File: src/rtl/blocking_seq_pkg.sv
// Shared types and constants for the a/b/c/d update-chain sequencer.
// Holds the FSM state encoding, the operation order and the datapath constants.
package blocking_seq_pkg;

  typedef enum logic [1:0] {
    IDLE = 2'd0,
    WAIT = 2'd1,
    EXEC = 2'd2,
    FIN  = 2'd3
  } state_t;

  // Operation order within one iteration: a=b+c, d=a-3, b=d+10, c=c+1
  localparam logic [1:0] OP_A = 2'd0;
  localparam logic [1:0] OP_D = 2'd1;
  localparam logic [1:0] OP_B = 2'd2;
  localparam logic [1:0] OP_C = 2'd3;

  localparam int D_SUB = 32'sd3;
  localparam int B_ADD = 32'sd10;
  localparam int C_INC = 32'sd1;

endpackage

File: src/rtl/seq_step_timer.sv
// Down-counter pacing the sequencer between operations.
// Load takes priority over enable; zero flag reflects the registered count.
module seq_step_timer #(
  parameter int TW = 3
) (
  input  logic          clk,
  input  logic          rst,
  input  logic          load,
  input  logic [TW-1:0] load_val,
  input  logic          en,
  output logic [TW-1:0] cnt,
  output logic          zero
);

  logic [TW-1:0] cnt_r;

  // Count register: reload, decrement or hold
  always_ff @(posedge clk or posedge rst) begin
    if (rst) begin
      cnt_r <= {TW{1'b0}};
    end else if (load) begin
      cnt_r <= load_val;
    end else if (en) begin
      cnt_r <= cnt_r - TW'(1);
    end else begin
      cnt_r <= cnt_r;
    end
  end

  assign cnt  = cnt_r;
  assign zero = (cnt_r == {TW{1'b0}});

endmodule

File: src/rtl/blocking_seq_ctrl.sv
// Controller and register datapath for the chain a=b+c, d=a-3, b=d+10, c=c+1,
// one operation per STEP_CYC cycles, ITER iterations per run.
module blocking_seq_ctrl
  import blocking_seq_pkg::*;
#(
  parameter  int W        = 32,
  parameter  int STEP_CYC = 5,
  parameter  int ITER     = 4,
  localparam int CNTW     = $clog2(ITER + 1)
) (
  input  logic                clk,
  input  logic                rst,
  input  logic                start,
  input  logic                abort,
  input  logic signed [W-1:0] init_a,
  input  logic signed [W-1:0] init_b,
  input  logic signed [W-1:0] init_c,
  input  logic signed [W-1:0] init_d,
  output logic signed [W-1:0] a,
  output logic signed [W-1:0] b,
  output logic signed [W-1:0] c,
  output logic signed [W-1:0] d,
  output logic                busy,
  output logic                done,
  output logic [1:0]          op_idx,
  output logic [CNTW-1:0]     iter_cnt
);

  localparam int            TW        = (STEP_CYC > 1) ? $clog2(STEP_CYC) : 1;
  localparam logic [TW-1:0] TMR_LOAD  = TW'(STEP_CYC - 1);
  localparam logic [CNTW-1:0] LAST_ITER = CNTW'(ITER - 1);

  state_t                state_r, state_nxt_s, phase_s;
  logic signed [W-1:0]   a_r, b_r, c_r, d_r;
  logic signed [W-1:0]   a_nxt_s, b_nxt_s, c_nxt_s, d_nxt_s;
  logic                  busy_r, busy_nxt_s, done_r, done_nxt_s;
  logic [1:0]            op_idx_r, op_nxt_s;
  logic [CNTW-1:0]       iter_cnt_r, iter_nxt_s;
  logic                  tmr_load_s, tmr_en_s, tmr_zero_s;
  logic [TW-1:0]         tmr_cnt_s;

  seq_step_timer #(.TW(TW)) u_timer (
    .clk      (clk),
    .rst      (rst),
    .load     (tmr_load_s),
    .load_val (TMR_LOAD),
    .en       (tmr_en_s),
    .cnt      (tmr_cnt_s),
    .zero     (tmr_zero_s)
  );

  // The execute cycle is the final wait cycle, so each op lands exactly STEP_CYC edges apart
  assign phase_s = ((state_r == WAIT) && tmr_zero_s) ? EXEC : state_r;

  // Next-state, datapath and timer control
  always_comb begin
    state_nxt_s = state_r;
    busy_nxt_s  = busy_r;
    done_nxt_s  = 1'b0;
    op_nxt_s    = op_idx_r;
    iter_nxt_s  = iter_cnt_r;
    a_nxt_s     = a_r;
    b_nxt_s     = b_r;
    c_nxt_s     = c_r;
    d_nxt_s     = d_r;
    tmr_load_s  = 1'b0;
    tmr_en_s    = 1'b0;
    case (phase_s)
      IDLE: begin
        if (start && !abort) begin
          a_nxt_s     = init_a;
          b_nxt_s     = init_b;
          c_nxt_s     = init_c;
          d_nxt_s     = init_d;
          op_nxt_s    = OP_A;
          iter_nxt_s  = {CNTW{1'b0}};
          busy_nxt_s  = 1'b1;
          tmr_load_s  = 1'b1;
          state_nxt_s = WAIT;
        end else begin
          state_nxt_s = IDLE;
        end
      end
      WAIT: begin
        if (abort) begin
          busy_nxt_s  = 1'b0;
          state_nxt_s = IDLE;
        end else begin
          tmr_en_s    = 1'b1;
          state_nxt_s = WAIT;
        end
      end
      EXEC: begin
        if (abort) begin
          busy_nxt_s  = 1'b0;
          state_nxt_s = IDLE;
        end else begin
          case (op_idx_r)
            OP_A:    a_nxt_s = b_r + c_r;
            OP_D:    d_nxt_s = a_r - W'(D_SUB);
            OP_B:    b_nxt_s = d_r + W'(B_ADD);
            OP_C:    c_nxt_s = c_r + W'(C_INC);
            default: a_nxt_s = a_r;
          endcase
          op_nxt_s = op_idx_r + 2'd1;
          if (op_idx_r == OP_C) begin
            iter_nxt_s = iter_cnt_r + CNTW'(1);
          end else begin
            iter_nxt_s = iter_cnt_r;
          end
          if ((op_idx_r == OP_C) && (iter_cnt_r == LAST_ITER)) begin
            busy_nxt_s  = 1'b0;
            done_nxt_s  = 1'b1;
            state_nxt_s = FIN;
          end else begin
            tmr_load_s  = 1'b1;
            state_nxt_s = WAIT;
          end
        end
      end
      FIN: begin
        state_nxt_s = IDLE;
      end
      default: begin
        busy_nxt_s  = 1'b0;
        state_nxt_s = IDLE;
      end
    endcase
  end

  // Control and datapath registers
  always_ff @(posedge clk or posedge rst) begin
    if (rst) begin
      state_r    <= IDLE;
      busy_r     <= 1'b0;
      done_r     <= 1'b0;
      op_idx_r   <= 2'd0;
      iter_cnt_r <= {CNTW{1'b0}};
      a_r        <= {W{1'b0}};
      b_r        <= {W{1'b0}};
      c_r        <= {W{1'b0}};
      d_r        <= {W{1'b0}};
    end else begin
      state_r    <= state_nxt_s;
      busy_r     <= busy_nxt_s;
      done_r     <= done_nxt_s;
      op_idx_r   <= op_nxt_s;
      iter_cnt_r <= iter_nxt_s;
      a_r        <= a_nxt_s;
      b_r        <= b_nxt_s;
      c_r        <= c_nxt_s;
      d_r        <= d_nxt_s;
    end
  end

  assign a        = a_r;
  assign b        = b_r;
  assign c        = c_r;
  assign d        = d_r;
  assign busy     = busy_r;
  assign done     = done_r;
  assign op_idx   = op_idx_r;
  assign iter_cnt = iter_cnt_r;

endmodule
File: config.mk
export PLATFORM = sky130hd
export DESIGN_NAME = blocking_seq_ctrl
export DESIGN_NICKNAME = d
export VERILOG_FILES = /design/src/rtl/blocking_seq_pkg.sv /design/src/rtl/seq_step_timer.sv /design/src/rtl/blocking_seq_ctrl.sv
export SDC_FILE = /design/constraint.sdc
export NUM_CORES = 1
export LEC_CHECK = 0
export ABC_CLOCK_PERIOD_IN_PS = 6000
export CAP_MARGIN = 30
export CORE_ASPECT_RATIO = 1.5
export CORE_UTILIZATION = 55
export CTS_BUF_LIST = sky130_fd_sc_hd__clkbuf_8
export DETAILED_ROUTE_END_ITERATION = 12
export DONT_BUFFER_PORTS = 1
export PLACE_DENSITY = 0.81
export SKIP_LAST_GASP = 1
export SLEW_MARGIN = 20
export SYNTH_ARGS = -nofsm -noshare
export SYNTH_HDL_FRONTEND = slang
export SYNTH_SLANG_ARGS = --single-unit
File: constraint.sdc
create_clock -name clk -period 6 [get_ports clk]
set_input_delay 1.2 -clock clk [delete_from_list [all_inputs] [get_ports clk]]
set_output_delay 1.2 -clock clk [all_outputs]
set_load 0.01 [all_outputs]
==> impl_metrics.csv, run 1 <==
group,metric,value,unit
outcome,status,"complete, no violations",
routing,wl_met3,2530,um
clock_network,numCtsBuffers,17,
yosys,ys_ff_latch,140,
yosys,yosys-mux-area-fraction,2.98,%
place,place_hpwl,22800,um
clock_network,cts_tree,"done",
critical_path,path_class,"reg -> reg",
clock_network,clock_latency,450,ps
layout,nNetsFinal,1304,
global_route,grt_pass1_vias,8414,
global_route,antenna_found_initial,0,
critical_path,cp_cell_sequence,"inv_1 -> ha_1 -> ha_1 -> inv_1 -> o21ai_0 -> ha_4 -> o21a_1 -> buf_8 -> o21a_1 -> nand2_1 -> nor3_1 -> a31oi_1 -> o221ai_1",
floorplan,initial_utilization,56.4,%
routing,wl_met1,10600,um
layout,drive_gt1_share,5.88,%
yosys,syn_nets,1335,
place,gp_congestion,0.954,
power,seq_power_share,39.8,%
timing,maxSlewViolCount,0,
routing,postRouteAntennaNets,0,
floorplan,die_h,163,um
clock_network,post-cts-setup-buffers,0,
global_route,grt_util_all_layers,34.6,%
yosys,synthSimpleGateAreaFrac,19.7,%
yosys,yosysSeqAreaShare,37.0,%
global_route,grt_remaining_overflow,0,
floorplan,num_rows,58,
floorplan,core,16800,sq um
timing,max_freq,246,MHz
power,p_comb_share,44.4,%
timing,tns,0,ps
power,clkPwrFrac,15.8,%
layout,diodes,0,
yosys,synth_area_leaders,"dfrtp_1 37%, a21oi_1 7.7%, o21ai_0 7.2%",
yosys,syn_avg_cell_area,8.17,sq um
critical_path,max_stage_delay,640,ps
critical_path,required,6360,ps
critical_path,timing.critical_path.fanout_max,34,
yosys,synth-edff-count,0,
floorplan,io_pins,267,
critical_path,worstReg2RegStart,"u_timer.cnt[0]",
power,p_sw_share,49.5,%
yosys,netlist_area,9460,sq um
critical_path,reg2reg_depth,13,
timing,min_period,4060,ps
clock_network,htreeDepth,4,
layout,nFillCells,1503,
critical_path,r2r-end,"a[31]",
critical_path,cp.arrival,4420,ps
worst_hold_path,hold_path.class,"reg -> reg",
yosys,synth_top_area_share,37.0,%
floorplan,die_w,109,um
timing,fin_skew,15.7,ps
timing,hold_ws,508,ps
clock_network,clk_pin_slew_worst_paths,80,ps
timing,finalSetupViolCount,0,
worst_hold_path,min_path_cells,1,
yosys,synth_compound_area_share,23.0,%
routing,drt-wirelength-per-cell,22.5,um
yosys,async_flop_share,100,%
yosys,yosysMostFrequentCell,"nand2_1",
clock_network,ctsLongestPathBuffers,2,
routing,drt-initial-drc-count,545,
critical_path,crit_family,"compound AO/OA/AOI/OAI gates",
routing,top_layer,"met4",
yosys,synth_common_cells,"148 x nand2_1, 145 x a21oi_1, 140 x dfrtp_1",
critical_path,critPathLaunchType,"flop",
timing,final_hold_viol_count,0,
worst_hold_path,hp-start,"u_timer.cnt[2]",
timing,maxSlewHeadroom,41.4,%
place,portBuffers,0,
timing,rsz0062_at_grt,"no",
critical_path,path_buf_inv,3,
yosys,yosys.area_share.adder,6.03,%
clock_network,cts_resized,0,
job,maxCapViolCount,0,
routing,viasPerCell,6.51,
yosys,synth_ff_type,"dfrtp_1",
clock_network,clock-sinks,140,
routing,dr.pass1.iters,5,
yosys,synth.distinct_cells,69,
routing,drc_errors,0,
floorplan,die_area,17700,sq um
worst_hold_path,hold_end,"u_timer.cnt[2]",
routing,wl_met2,15300,um
routing,vias,8782,
routing,wl,30300,um
power,intPower,2500,uW
critical_path,critPathSlowestCell,"o21a_1",
clock_network,clockRootBuffer,"clkbuf_8",
global_route,grt_pass1_wl,45900,um
timing,max_slew.worst_pin.slew,877,ps
critical_path,rrSetupSlack,1940,ps
clock_network,cts_hold_buf,0,
power,power,4940,uW
power,leakagePower,0.00417,uW
yosys,synth-xor-area-share,7.78,%
layout,syn2layout_area_growth,6.42,%
global_route,grt_max_degree,103,
yosys,synth_cells,1158,
yosys,yosys.area.top_type,"dfrtp_1",
timing,fin_crit_sh,67.7,%
critical_path,end_kind,"flop",
yosys,synth_top_family_by_area,"compound AO/OA/AOI/OAI gates",
power,power_density,491,nW/um^2
yosys,yosysWarnings,0,
power,ir_drop,302,uV
power,switchingPower,2450,uW
[cell families after synthesis]
logic type | after synthesis
adder cells (fa/ha/maj) | 45
AO/OA/AOI/OAI | 391
AND/OR/NAND/NOR | 386
flip-flops | 140
buffers and inverters | 84
multiplexers | 28
XOR/XNOR | 84
[registers in the layout (all words and copies together) (netlist names)]
name and flops:
a 32, b 32, busy 1, c 32, d 32, done 1
iter_cnt 3, op_idx 2, state_r 2, u_timer.cnt 3
[worst max path at each step]
stage,startpoint,to,slack [ps],cells past startpoint
floorplan,rst,a[0],1050,1
global placement,u_timer.cnt[0],a[31],1790,12
detailed placement,u_timer.cnt[0],a[31],1640,12
CTS,u_timer.cnt[0],a[31],1610,12
finish,u_timer.cnt[0],a[31],1940,13
global route,u_timer.cnt[0],a[31],1520,13
[per-stage QoR]
stage	setup slack [ps]	util [%]	instances	area, sq um
3_3_place_gp	1790	57.1	1313	9570
4_1_cts	1610	59.4	1345	9960
2_1_floorplan	1050	-	1158	9460
6_report	1940	60.0	1350	10100
5_1_grt	1520	60.0	1350	10100
3_5_place_dp	1640	57.1	1313	9570
[layer usage]
layer / vias up / GRT usage (%)
met1: 4190 / 35.5
met2: 372 / 60.0
met3: 108 / 10.6
li1: 4112 / -
met5: - / 0
met4: 0 / 21.7
[final cells by class]
type | count | area (sq um) | share of cell area [%]
multi-input cells | 934 | 5660 | 56.3
well taps | 210 | 263 | 2.61
repair buffers | 11 | 150 | 1.49
flip-flops and latches | 140 | 3500 | 34.8
inverters | 23 | 91.3 | 0.908
clock inverters | 14 | 144 | 1.43
clock buffers | 18 | 248 | 2.46
[power groups by stage]
stage,clock network [uW],logic [uW],registers (uW)
after floorplan,0,1660,1740
after global placement,0,2090,1980
after detailed placement,0,2140,1980
after CTS,788,2150,1960
after global routing,825,2430,2020
final,782,2190,1970
[cells in the final DEF (no fill, tap or decap), drive strengths merged, types with 6 or more instances in the layout]
cell and n:
a21o 10, dfrtp 140, o21ai 154, nor4 7, clkbuf 18, nand2 148
inv 26, or3 6, xnor2 43, mux2i 27, o22ai 37, nor3 21
nand4 17, buf 11, nor2 76, xor2 41, a21oi 145, ha 44
nand3 40, and3 45
Note: power is estimated with default switching activity, not from simulation.
==> run 2, diff against run 1 <==
Settings changed: ABC_CLOCK_PERIOD_IN_PS 6000 to 3600, PLACE_DENSITY 0.81 to 0.84.
Clock period 6 ns to 3.6 ns, I/O delays scaled along.
==> run 2 against run 1 <==
Compared with the run above: via count decreased by 0.56%; sequential power increased by 69%; register-to-register slack got worse by 1500 ps; global-route usage increased by 0.14 points; clock power increased by 71%; setup slack got worse by 1500 ps; utilization increased by 0.28 points; critical path depth decreased by 3; worst hold slack got worse by 170 ps; first-iteration DRC count increased by 33%; flip-flop and latch count unchanged; critical endpoint is now a[24]; largest power group unchanged.
==> impl_metrics.csv, run 2 (synthesized netlist as in run 1, its figures left out) <==
group,metric,value,unit
global_route,grt_max_degree,141,
critical_path,cp.arrival,3520,ps
power,p_sw_share,49.0,%
clock_network,cts_tree,"done",
floorplan,core,16800,sq um
global_route,grt_remaining_overflow,0,
power,clkPwrFrac,16.1,%
clock_network,clock-sinks,140,
power,p_comb_share,44.1,%
power,intPower,4240,uW
layout,layout_common_cells,"148 x nand2_1, 145 x a21oi_1, 140 x dfrtp_1",
global_route,grt_pass1_wl,46000,um
place,dp.cells,1323,
power,power_density,823,nW/um^2
layout,seqCellArea,3500,sq um
layout,nNetsFinal,1309,
timing,max_freq,313,MHz
floorplan,num_rows,58,
critical_path,path_class,"reg -> reg",
timing,rsz0062_at_grt,"no",
routing,wl,30400,um
clock_network,cts_resized,0,
critical_path,cp_common_cell,"nor3_1",
clock_network,cts_hold_buf,0,
power,switchingPower,4080,uW
timing,fin_crit_sh,88.6,%
layout,post-route-util,60.3,%
timing,maxSlewViolCount,0,
global_route,grt_util_all_layers,34.7,%
job,maxCapViolCount,0,
clock_network,numCtsBuffers,17,
place,place_area,9710,sq um
critical_path,end_kind,"flop",
routing,drt-initial-drc-count,725,
power,ir_drop,482,uV
layout,multi_input_area,5660,sq um
critical_path,max_stage_delay,480,ps
place,portBuffers,0,
routing,drt-wirelength-per-cell,22.4,um
floorplan,die_w,109,um
clock_network,clk_pin_slew_worst_paths,80,ps
outcome,status,"complete, no violations",
power,leakagePower,0.00420,uW
timing,finalSetupViolCount,0,
timing,final_hold_viol_count,0,
global_route,antenna_found_initial,3,
routing,dr.pass1.iters,5,
layout,syn2layout_area_growth,6.92,%
routing,vias,8733,
critical_path,timing.critical_path.fanout_max,6,
timing,fin_skew,15.9,ps
layout,nFillCells,1477,
clock_network,post-cts-setup-buffers,0,
critical_path,critPathLaunchType,"flop",
place,pre_cts_ws,431,ps
clock_network,htreeDepth,4,
floorplan,initial_utilization,56.4,%
timing,tns,0,ps
floorplan,die_area,17700,sq um
global_route,grt_pass1_vias,8383,
timing,min_period,3190,ps
routing,drc_errors,0,
critical_path,critPathSlowestCell,"dfrtp_1",
critical_path,cp_cell_sequence,"ha_1 -> fa_1 -> a21o_1 -> a221o_1 -> a31oi_1 -> nor3_1 -> nor3_1 -> a32oi_1 -> xnor2_1 -> o22ai_1",
layout,final_cells,1357,
power,seq_power_share,39.8,%
floorplan,die_h,163,um
place,gp_congestion,0.938,
layout,drive_gt1_share,6.12,%
timing,setup_slack,409,ps
routing,viasPerCell,6.44,
routing,postRouteAntennaNets,0,
worst_hold_path,hold_path.class,"in -> reg",
clock_network,clockRootBuffer,"clkbuf_8",
layout,design_area,10100,sq um
clock_network,ctsLongestPathBuffers,2,
clock_network,clock_latency,450,ps
place,place_hpwl,22900,um
layout,final_common_cell,"nand2_1",
floorplan,io_pins,267,
timing,max_slew.worst_pin.slew,805,ps
timing,maxSlewHeadroom,45.9,%
critical_path,required,3930,ps
==> run 2: critical path: cells and delay by family (launching register included) <==
| kind | cells | cell delay [ps] |
|---|---|---|
| xor gates and xnor gates | 1 | 250 |
| AOI/OAI and AO/OA | 5 | 1210 |
| adders and majority gates | 2 | 680 |
| and+or+nand+nor | 2 | 450 |
| DFF | 1 | 480 |
==> run 2: cell type report <==
class,instances,area share [%]
Antenna cell,3,0.0742
Clock buffer,18,2.45
Inverter,23,0.891
Clock inverter,13,1.48
Sequential cell,140,34.6
Timing Repair Buffer,16,1.83
Multi-Input combinational cell,934,56.0
Tap cell,210,2.60
==> run 2: worst paths after layout <==
path	startpoint	to	slack, ps	cells past startpoint
worst max register to register	c[0]	a[24]	410	10
worst min-delay path	abort	done	340	1
worst max-delay path	c[0]	a[24]	410	10
max in group asynchronous	rst	c[30]	2650	2
min in group asynchronous	rst	d[9]	360	2
worst min register to register	u_timer.cnt[2]	u_timer.cnt[2]	500	1
==> run 2: per-stage QoR <==
stage / hold WS, ps / total power (uW)
after floorplan: 459 / 5670
after CTS: 308 / 8310
after detailed placement: 477 / 6960
after global placement: 469 / 6870
final: 341 / 8320
after global routing: 315 / 8880
==> run 2: power groups by stage <==
stage / Combinational [uW] / Sequential, uW / Clock (uW)
floorplan: 2770 / 2900 / 0
global placement: 3550 / 3330 / 0
detailed placement: 3630 / 3340 / 0
CTS: 3650 / 3300 / 1350
global route: 4070 / 3400 / 1410
finish: 3670 / 3320 / 1340
==> run 2: routing by layer <==
metal,up-vias,global-route usage [%],share of wire [%]
met2,396,59.9,51
met4,0,20.0,5.2
met5,-,0,0
li1,4133,-,-
met1,4111,37.1,34
met3,93,9.96,9.1
==> run 3, diff against run 2 <==
Settings changed: MAX_ROUTING_LAYER from default to met4.
==> run 3 against run 2 <==
Compared with the run above: setup slack better by 18 ps; critical endpoint unchanged; sequential power is essentially flat; worst hold slack lost 17 ps; largest cell class unchanged.
==> impl_metrics.csv, run 3 (synthesized netlist as in run 1, its figures left out) <==
group,metric,value,unit
floorplan,num_rows,58,
routing,drt-initial-drc-count,735,
layout,layout_common_cells,"148 x nand2_1, 145 x a21oi_1, 140 x dfrtp_1",
floorplan,die_area,17700,sq um
layout,final_common_cell,"nand2_1",
critical_path,timing.critical_path.fanout_max,6,
routing,postRouteAntennaNets,0,
global_route,grt_max_degree,141,
clock_network,clock-sinks,140,
critical_path,end_kind,"flop",
layout,syn2layout_area_growth,6.40,%
critical_path,worstReg2RegStart,"c[0]",
routing,wl,30300,um
global_route,grt_remaining_overflow,0,
global_route,antenna_found_initial,2,
timing,maxSlewHeadroom,45.5,%
place,portBuffers,0,
clock_network,ctsLongestPathBuffers,2,
layout,drive_gt1_share,6.46,%
clock_network,cts_hold_buf,0,
critical_path,r2r-end,"a[24]",
floorplan,initial_utilization,56.4,%
clock_network,numCtsBuffers,17,
timing,fin_skew,14.2,ps
global_route,grt_pass1_vias,8565,
clock_network,cts_tree,"done",
routing,drt-wirelength-per-cell,22.3,um
power,power_density,808,nW/um^2
global_route,grt_util_all_layers,35.6,%
routing,viasPerCell,6.53,
timing,fin_crit_sh,88.1,%
timing,setup_slack,427,ps
critical_path,reg2reg_depth,10,
place,gp_congestion,0.935,
clock_network,cts_resized,0,
critical_path,path_class,"reg -> reg",
worst_hold_path,hold_path.class,"in -> async",
critical_path,rrSetupSlack,430,ps
power,ir_drop,467,uV
timing,tns,0,ps
timing,max_freq,315,MHz
clock_network,post-cts-setup-buffers,0,
floorplan,die_h,163,um
floorplan,core,16800,sq um
layout,nNetsFinal,1310,
place,pre_cts_ws,425,ps
global_route,grt_pass1_wl,45900,um
routing,drc_errors,0,
clock_network,clock_latency,460,ps
critical_path,critPathLaunchType,"flop",
clock_network,htreeDepth,4,
layout,nFillCells,1540,
timing,maxSlewViolCount,0,
routing,dr.pass1.iters,5,
outcome,status,"complete, no violations",
clock_network,clockRootBuffer,"clkbuf_8",
critical_path,cp.arrival,3510,ps
critical_path,required,3940,ps
job,maxCapViolCount,0,
timing,min_period,3170,ps
routing,vias,8862,
timing,rsz0062_at_grt,"no",
clock_network,clk_pin_slew_worst_paths,80,ps
timing,finalSetupViolCount,0,
place,place_hpwl,23000,um
timing,max_slew.worst_pin.slew,818,ps
power,leakagePower,0.00417,uW
timing,final_hold_viol_count,0,
floorplan,io_pins,267,
floorplan,die_w,109,um
run 3: worst max-delay path by stage:
| stage | from | to | slack, ps | cells after the start |
|---|---|---|---|---|
| 2_1_floorplan | c[0] | a[26] | 780 | 10 |
| 5_1_grt | u_timer.cnt[0] | c[28] | 200 | 13 |
| 3_3_place_gp | u_timer.cnt[0] | d[18] | 460 | 11 |
| 6_report | c[0] | a[24] | 430 | 10 |
| 3_5_place_dp | c[0] | a[24] | 430 | 10 |
| 4_1_cts | c[0] | a[24] | 430 | 10 |
run 3: metal layers:
| layer | routed length (um) | vias to the layer above | global-route usage (%) | share of wire [%] |
|---|---|---|---|---|
| met2 | 15700 | 404 | 60.8 | 52 |
| met3 | 2880 | 100 | 11.3 | 9.5 |
| met1 | 10100 | 4227 | 34.9 | 33 |
| li1 | - | 4131 | - | - |
| met4 | 1590 | 0 | 20.4 | 5.2 |
| met5 | 0 | - | - | 0 |
run 3: final cells by class:
type	instances	area [sq um]	area share, %
well taps	210	263	2.61
diodes	2	5.00	0.0497
flip-flops and latches	140	3500	34.8
inverters	23	90.1	0.895
clock buffers	18	248	2.46
multi-input cells	934	5660	56.3
clock inverters	14	109	1.08
repair buffers	17	180	1.79
run 3: worst max-delay path: stages (launching register included):
cell and delay (ps):
dfrtp_1 490, ha_1 270, fa_1 410, a21o_1 210
a221o_1 360, a31oi_1 350, nor3_1 90, nor3_1 350
a32oi_1 190, xnor2_1 240, o22ai_1 110
run 3: metrics by stage:
stage / util (%) / hold slack [ps] / cell area, sq um / cells / total power (uW)
floorplan: - / 459 / 9460 / 1158 / 5670
global placement: 57.5 / 469 / 9650 / 1322 / 6830
detailed placement: 57.9 / 477 / 9700 / 1324 / 6930
CTS: 60.0 / 303 / 10100 / 1356 / 8120
global route: 60.0 / 302 / 10100 / 1358 / 8700
finish: 60.0 / 325 / 10100 / 1358 / 8130
run 3: power breakdown:
group          internal, uW  switching, uW
registers              2060           1240
logic                  1480           2160
clock network           503            681
total                  4050           4080
